===== config.mk =====
export PLATFORM = sky130hd
export DESIGN_NAME = div16_seq
export DESIGN_NICKNAME = d
export VERILOG_FILES = /design/src/rtl/div16_seq.sv
export SDC_FILE = /design/constraint.sdc
export NUM_CORES = 1
export LEC_CHECK = 0
export CORE_MARGIN = 8
export CORE_UTILIZATION = 55
export DETAILED_ROUTE_END_ITERATION = 8
export GPL_ROUTABILITY_DRIVEN = 0
export HOLD_SLACK_MARGIN = 0.05
export PLACE_DENSITY = 0.81
export SLEW_MARGIN = 20
export SYNTH_ARGS = -nofsm -noshare
export SYNTH_HDL_FRONTEND = slang
export SYNTH_HIERARCHICAL = 1
export SYNTH_SLANG_ARGS = --single-unit

===== constraint.sdc =====
create_clock -name clk -period 3.45 [get_ports clk]
set_input_delay 1.035 -clock clk [delete_from_list [all_inputs] [get_ports clk]]
set_output_delay 1.035 -clock clk [all_outputs]
set_load 0.05 [all_outputs]

===== src/rtl/div16_seq.sv =====
// Sequential 16-bit unsigned restoring divider.
// A quotient bit is produced each cycle by one sub16pre stage. Division by
// zero skips the iterations and returns a configurable result with a flag.
// The handshake is valid/ready on both the operand side and the result side.

// 17-bit adder with a carry-in of one. When b is the complement of the
// subtrahend, sum is a - subtrahend modulo 2^17.
module sub16pre (
    input  logic [16:0] a,
    input  logic [16:0] b,
    output logic [16:0] sum
);

    assign sum = a + b + 17'd1;

endmodule

module div16_seq #(
    parameter logic [15:0] DIV0_Q             = 16'hFFFF,
    parameter bit          DIV0_R_IS_DIVIDEND = 1'b1
) (
    input  logic        clk,
    input  logic        rst,
    input  logic        in_valid,
    output logic        in_ready,
    input  logic [15:0] dividend,
    input  logic [15:0] divisor,
    output logic        out_valid,
    input  logic        out_ready,
    output logic [15:0] quotient,
    output logic [15:0] remainder,
    output logic        div0
);

    typedef enum logic [1:0] {
        IDLE = 2'd0,
        CALC = 2'd1,
        DONE = 2'd2
    } state_t;

    state_t      state_r;
    logic [15:0] q_sr_r;      // dividend shifts out at the top, quotient in at the bottom
    logic [15:0] d_r;         // latched divisor
    logic [15:0] rem_r;       // partial remainder, always below d_r
    logic [3:0]  count_r;     // steps left after the current one

    logic [16:0] trial_s;
    logic [16:0] sub_b_s;
    logic [16:0] diff_s;
    logic        borrow_s;
    logic [15:0] rem_next_s;
    logic [15:0] q_next_s;
    logic [15:0] div0_rem_s;

    // Trial value is the remainder with the next dividend bit shifted in.
    // It is always below 2*D, so bit 16 of the difference is an exact borrow.
    assign trial_s = {rem_r, q_sr_r[15]};
    assign sub_b_s = ~{1'b0, d_r};

    sub16pre u_sub (
        .a   (trial_s),
        .b   (sub_b_s),
        .sum (diff_s)
    );

    assign borrow_s   = diff_s[16];
    assign rem_next_s = borrow_s ? trial_s[15:0] : diff_s[15:0];
    assign q_next_s   = {q_sr_r[14:0], ~borrow_s};
    assign div0_rem_s = DIV0_R_IS_DIVIDEND ? dividend : 16'h0000;

    // Control FSM, datapath registers and registered handshake/result outputs.
    always_ff @(posedge clk) begin
        if (rst) begin
            state_r   <= IDLE;
            q_sr_r    <= 16'h0000;
            d_r       <= 16'h0000;
            rem_r     <= 16'h0000;
            count_r   <= 4'd0;
            in_ready  <= 1'b1;
            out_valid <= 1'b0;
            quotient  <= 16'h0000;
            remainder <= 16'h0000;
            div0      <= 1'b0;
        end else begin
            case (state_r)
                IDLE: begin
                    if (in_valid && in_ready) begin
                        q_sr_r   <= dividend;
                        d_r      <= divisor;
                        rem_r    <= 16'h0000;
                        in_ready <= 1'b0;
                        if (divisor == 16'h0000) begin
                            // No iterations: the result is known at accept time.
                            state_r   <= DONE;
                            count_r   <= 4'd0;
                            out_valid <= 1'b1;
                            quotient  <= DIV0_Q;
                            remainder <= div0_rem_s;
                            div0      <= 1'b1;
                        end else begin
                            state_r <= CALC;
                            count_r <= 4'd15;
                        end
                    end
                end
                CALC: begin
                    rem_r  <= rem_next_s;
                    q_sr_r <= q_next_s;
                    if (count_r == 4'd0) begin
                        // Final step: publish the result straight from the step logic.
                        state_r   <= DONE;
                        out_valid <= 1'b1;
                        quotient  <= q_next_s;
                        remainder <= rem_next_s;
                        div0      <= 1'b0;
                    end else begin
                        count_r <= count_r - 4'd1;
                    end
                end
                DONE: begin
                    if (out_ready) begin
                        state_r   <= IDLE;
                        out_valid <= 1'b0;
                        div0      <= 1'b0;
                        in_ready  <= 1'b1;
                    end
                end
                default: begin
                    state_r   <= IDLE;
                    count_r   <= 4'd0;
                    in_ready  <= 1'b1;
                    out_valid <= 1'b0;
                    div0      <= 1'b0;
                end
            endcase
        end
    end

endmodule


Yosys cells after proc, flatten, opt, wreduce, memory -nomap -nowiden
Index checks and enable logic that the tools add are counted.
- $add $sub $neg: 3
- eq/ne operators: 7
- mux-type cells: 32
- bitwise logic cells: 4
- reductions and logical operators: 12
- operators by type and width (cell ; count):
    2-to-1 mux 16 bit ; 9
    case mux 16 bit (2 select lines) ; 4
    adder 17 x 1 -> 17 bit (second input constant) ; 1
    adder 17 bit ; 1
    NOT 16 -> 17 bit ; 1
    zero test 16 bit ; 1
    2-to-1 mux 4 bit ; 3
    case mux 4 bit (3 select lines) ; 1
    != test 2 bit (second input constant) ; 5
    case mux 1 bit (3 select lines) ; 3
    AND reduction 3 bit ; 3
    2-to-1 mux 2 bit ; 4
    AND reduction 4 bit ; 2
    2-to-1 mux 1 bit ; 7
    case mux 2 bit (3 select lines) ; 1
    zero test 4 bit ; 1
    AND reduction 2 bit ; 2
    subtractor 4 x 1 -> 4 bit (second input constant) ; 1
    NOT 1 bit ; 3
    == test 2 x 1 -> 1 bit (second input constant) ; 1
    == test 2 bit (second input constant) ; 1
    zero test 2 bit ; 1
    nonzero test 2 bit ; 1
    logical AND 1 bit ; 1
- register bits: 89
- logic and storage cells: 68

Logic depth before layout (Yosys ltp)
- depth in word-level cells: 6
- depth in mapped cells: 16
- gate-level depth less buffers: 14

Hierarchy
The synthesis kept the hierarchy.
- by module, submodules not included (module ; times used ; cells each ; area an instance (um^2)):
    div16_seq ; 1 ; 480 ; 4016.4
    sub16pre ; 1 ; 99 ; 732.0

Worst setup path after synthesis
Ideal clock, no wire load.
- path type: register to register
- from: register d_r[0]
- to: register remainder[10]
- arrival time: 2.860 ns
- data required time: 3.318 ns
- path slack: 0.457 ns
- cell stages (with the launch flop): 17
- cell sequence: dfxtp_1 -> inv_1 -> inv_1 -> ha_1 -> inv_1 -> fa_1 -> a211oi_1 -> o211ai_1 -> and2_1 -> a31o_1 -> xnor2_1 -> buf_2 -> buf_2 -> mux2i_1 -> nor2_1 -> o211ai_1 -> a21oi_1
- word-level cells in the longest chain between the ends: 6
- RTL lines (what ; line ; RTL):
    from (decl) ; 43 ; logic [15:0] d_r;
    from (signal assigned) ; 89 ; d_r <= divisor;
    NOT 16 -> 17 bit ; 58 ; assign sub_b_s = ~{1'b0, d_r};
    named net sub_b_s[0] ; 48 ; logic [16:0] sub_b_s;
    adder 17 bit ; 14 ; assign sum = a + b + 17'd1;
    adder 17 x 1 -> 17 bit ; 14 ;
    named net diff_s[16] ; 49 ; logic [16:0] diff_s;
    2-to-1 mux 16 bit ; 67 ; assign rem_next_s = borrow_s ? trial_s[15:0] : diff_s[15:0];
    2-to-1 mux 16 bit ; 109 ; if (count_r == 4'd0) begin
    case mux 16 bit (2 select lines) ; 85 ; case (state_r)
    to (signal assigned) ; 98 ; remainder <= div0_rem_s;
    to (signal assigned) ; 114 ; remainder <= rem_next_s;
    to (decl) ; 31 ; output logic [15:0] remainder,
The timed path passes the listed nets, and every way through them passes these cells. The select of a mux whose other input is x is not followed.
A chain may end at the register's enable or synchronous reset.

Final worst setup path
- from: register d_r[0]
- to: register remainder[6]
The elaborated chain is that of the path after synthesis.

==> impl_metrics.py <==
metrics = {
    "detailed_routing": {
        "viasPerCell": 5.996,
        "drc": 0,
        "drtPass1Iterations": 5,
        "drt_iter0_markers": 233,
        "routed_wl_um": 12550,
        "final_antenna_net_count": 0,
        "vias": 4437,
        "wl_per_cell_um": 16.96,
    },
    "logic_synthesis": {
        "async_reset_ff_frac": 0,
        "ys_seq_area_frac": 0.3752,
        "syn_nets": 634,
        "synth.area.top_cells": "dfxtp_1 38%, a21oi_1 7.3%, nand2_1 6.2%, ha_1 4.7%, nor2_1 4.0%",
        "synth_edf_count": 0,
        "yosysMostFrequentCell": "dfxtp_1",
        "synthesis.area_sq_um": 4748,
        "synth_cells": 579,
        "synth_warnings": 6,
        "synth_seq_cells": 89,
        "yosys.area.top_type": "dfxtp_1",
        "ys.flop_type": "dfxtp_1",
        "postSynthAreaPerCell_sq_um": 8.201,
        "synth_top_area_share": 0.3752,
        "ys_top_cells_by_count": "89 x dfxtp_1, 78 x nand2_1, 69 x a21oi_1",
        "yosysUniqueCellTypes": 57,
    },
    "clock_tree": {
        "cts-root-buf": "clkbuf_8",
        "clock_sinks": 89,
        "cts_tree": "done",
        "clk_latency_ns": 0.37,
        "clk_path_buf_depth": 2,
        "htreeDepth": 3,
        "cts.reportedPaths.clkPinSlew_ns": 0.08,
        "holdBufCountCts": 0,
        "numCtsBuffers": 9,
    },
    "worst_setup_path": {
        "required_ns": 3.70,
        "critPathArrivalTime_ns": 3.35,
        "path_common_cell": "inv_1",
        "critPathKind": "reg2reg",
        "critical_path_buf_inv_count": 4,
        "crit_path_start": "d_r[0]",
        "crit_fanout": 18,
        "critical_path.top_delay_family": "compound AO/OA/AOI/OAI gates",
        "crit_path_end_kind": "flip-flop",
        "start_kind": "flip-flop",
        "crit_path_cell_trace": "inv_1 > inv_1 > ha_1 > inv_1 > fa_1 > a211oi_1 > o211ai_1 > and2_1 > a31o_1 > xnor2_2 > buf_6 > mux2i_1 > nor2_1 > o211ai_1 > a21oi_1",
        "critPathSlowestCell": "fa_1",
        "reg2reg_from": "d_r[0]",
        "max_stage_delay_ns": 0.41,
        "r2r_slack_ns": 0.35,
    },
    "floorplan": {
        "fp.coreArea_sq_um": 8551,
        "die_h_um": 108.9,
        "dieArea_sq_um": 11860,
        "floorplan.initialDensity": 0.5553,
        "rows": 34,
        "io_pins": 71,
        "die_w_um": 108.9,
    },
    "timing": {
        "tns_ns": 0,
        "min_period_ns": 3.101,
        "drv_slew": 0,
        "relSlewSlack": 0.3588,
        "skew_ns": 0.01247,
        "fmax_ghz": 0.3225,
        "finalHoldViolCount": 0,
        "tightest_slew_ns": 0.9617,
        "grt_setup_unrepaired": "false",
        "setup_viol": 0,
        "period_share": 0.8988,
    },
    "place": {
        "place_area_sq_um": 5500,
        "place_hpwl_um": 9023,
        "io_buffers": 70,
    },
    "hold_path": {
        "holdCritStartpoint": "d_r[10]",
        "hold_class": "reg2reg",
    },
    "job": {
        "drv_cap": 0,
    },
    "layout": {
        "area_growth_syn_to_layout_pct": 20.79,
        "finalNetCount": 683,
        "diodes": 0,
        "fin_area_sq_um": 5736,
        "drive_above_1_share": 0.08070,
    },
    "status": {
        "status": "finished, final reports clean",
    },
    "global_route": {
        "grt_pass1_wl_um": 20880,
        "gr-total-overflow": 0,
        "first_global_vias": 4376,
        "grt_usage": 0.2173,
        "grt_max_degree": 84,
        "antenna_found_initial": 0,
    },
    "pwr": {
        "ir_worst_vdd_v": 0.0004374,
        "p_leak_nw": 2.155,
        "powerDensity_nw_per_um2": 984.9,
        "p_total_w": 0.005649,
    },
}
flip-flops by register name, indices dropped and copies added (netlist names):
name and count:
d_r 16, q_sr_r 16, quotient 16, rem_r 16, remainder 16, count_r 4
state_r 2, div0 1, in_ready 1, out_valid 1
power breakdown:
group	switching [W]	internal [W]	total, W
Clock	0.000372	0.000479	0.000852
Combinational	0.00194	0.00148	0.00342
Sequential	0.000154	0.00123	0.00138
repair_timing:
item	CTS	global route
endpoints found under the setup margin	0	2
buffers inserted	0	0
endpoints found under the hold margin	0	0
gates resized for setup	0	1
tightest hold or removal path: cells and delay by family (launching register included):
kind,cells,cell delay (ns)
AND/OR/NAND/NOR,1,0.05
AO/OA/AOI/OAI,1,0.05
flip-flops,1,0.32
worst paths after layout:
path                                      to  cells after the start
worst max register to register  remainder[6]                     15
worst min-delay path                 d_r[10]                      2
worst max-delay path            remainder[6]                     15
worst min register to register       d_r[10]                      2
per-layer routing:
metal  global-route usage  wire, um  up-vias
li1                     -         -     2146
met1               0.2560      5262     2108
met2               0.3744      6282      151
met3              0.04965       680       32
met4              0.08504       329        0
met5                    0         0        -
stage by stage:
step | worst slack (ns) | hold WS [ns] | util | std cells
2_1_floorplan | 0.4573 | 0.4363 | - | 579
3_3_place_gp | 0.4467 | 0.4470 | 0.6433 | 725
3_5_place_dp | 0.3669 | 0.4484 | 0.6433 | 725
4_1_cts | 0.3290 | 0.4605 | 0.6703 | 740
5_1_grt | 0.02837 | 0.4756 | 0.6708 | 740
6_report | 0.3492 | 0.4588 | 0.6708 | 740
cell families (layout without fill, tap and decap cells):
logic type,after synthesis,after routing,share of synthesized area
compound gates,193,193,0.2696
fa+ha+maj,19,19,0.05165
other cells,1,1,0.0007898
simple gates,177,177,0.1734
mux,16,16,0.03373
xor+xnor,15,15,0.02767
buf+inv,69,122,0.06798
flops,89,89,0.3752
cell usage in the layout (no fill, tap or decap), drive strengths merged, types with 7 or more instances in the layout:
cell type       n
xnor2           7
nor2           52
and2           19
a21oi          70
clkdlybuf4s50  69
o21ai          28
o211ai         19
dfxtp          89
a311oi         16
a31oi          18
buf            13
mux2i          16
ha             18
xor2            8
a211oi         20
clkbuf         10
nand2          78
inv            26
area by class of cell:
type / count / area, sq um
clock buffers: 10 / 127.6
inverters: 25 / 93.84
clock inverters: 5 / 103.9
flip-flops and latches: 89 / 1782
well taps: 108 / 135.1
repair buffers: 82 / 827.0
multi-input cells: 421 / 2666
fillers: 698 / 2815
(Power assumes the default switching activity.)
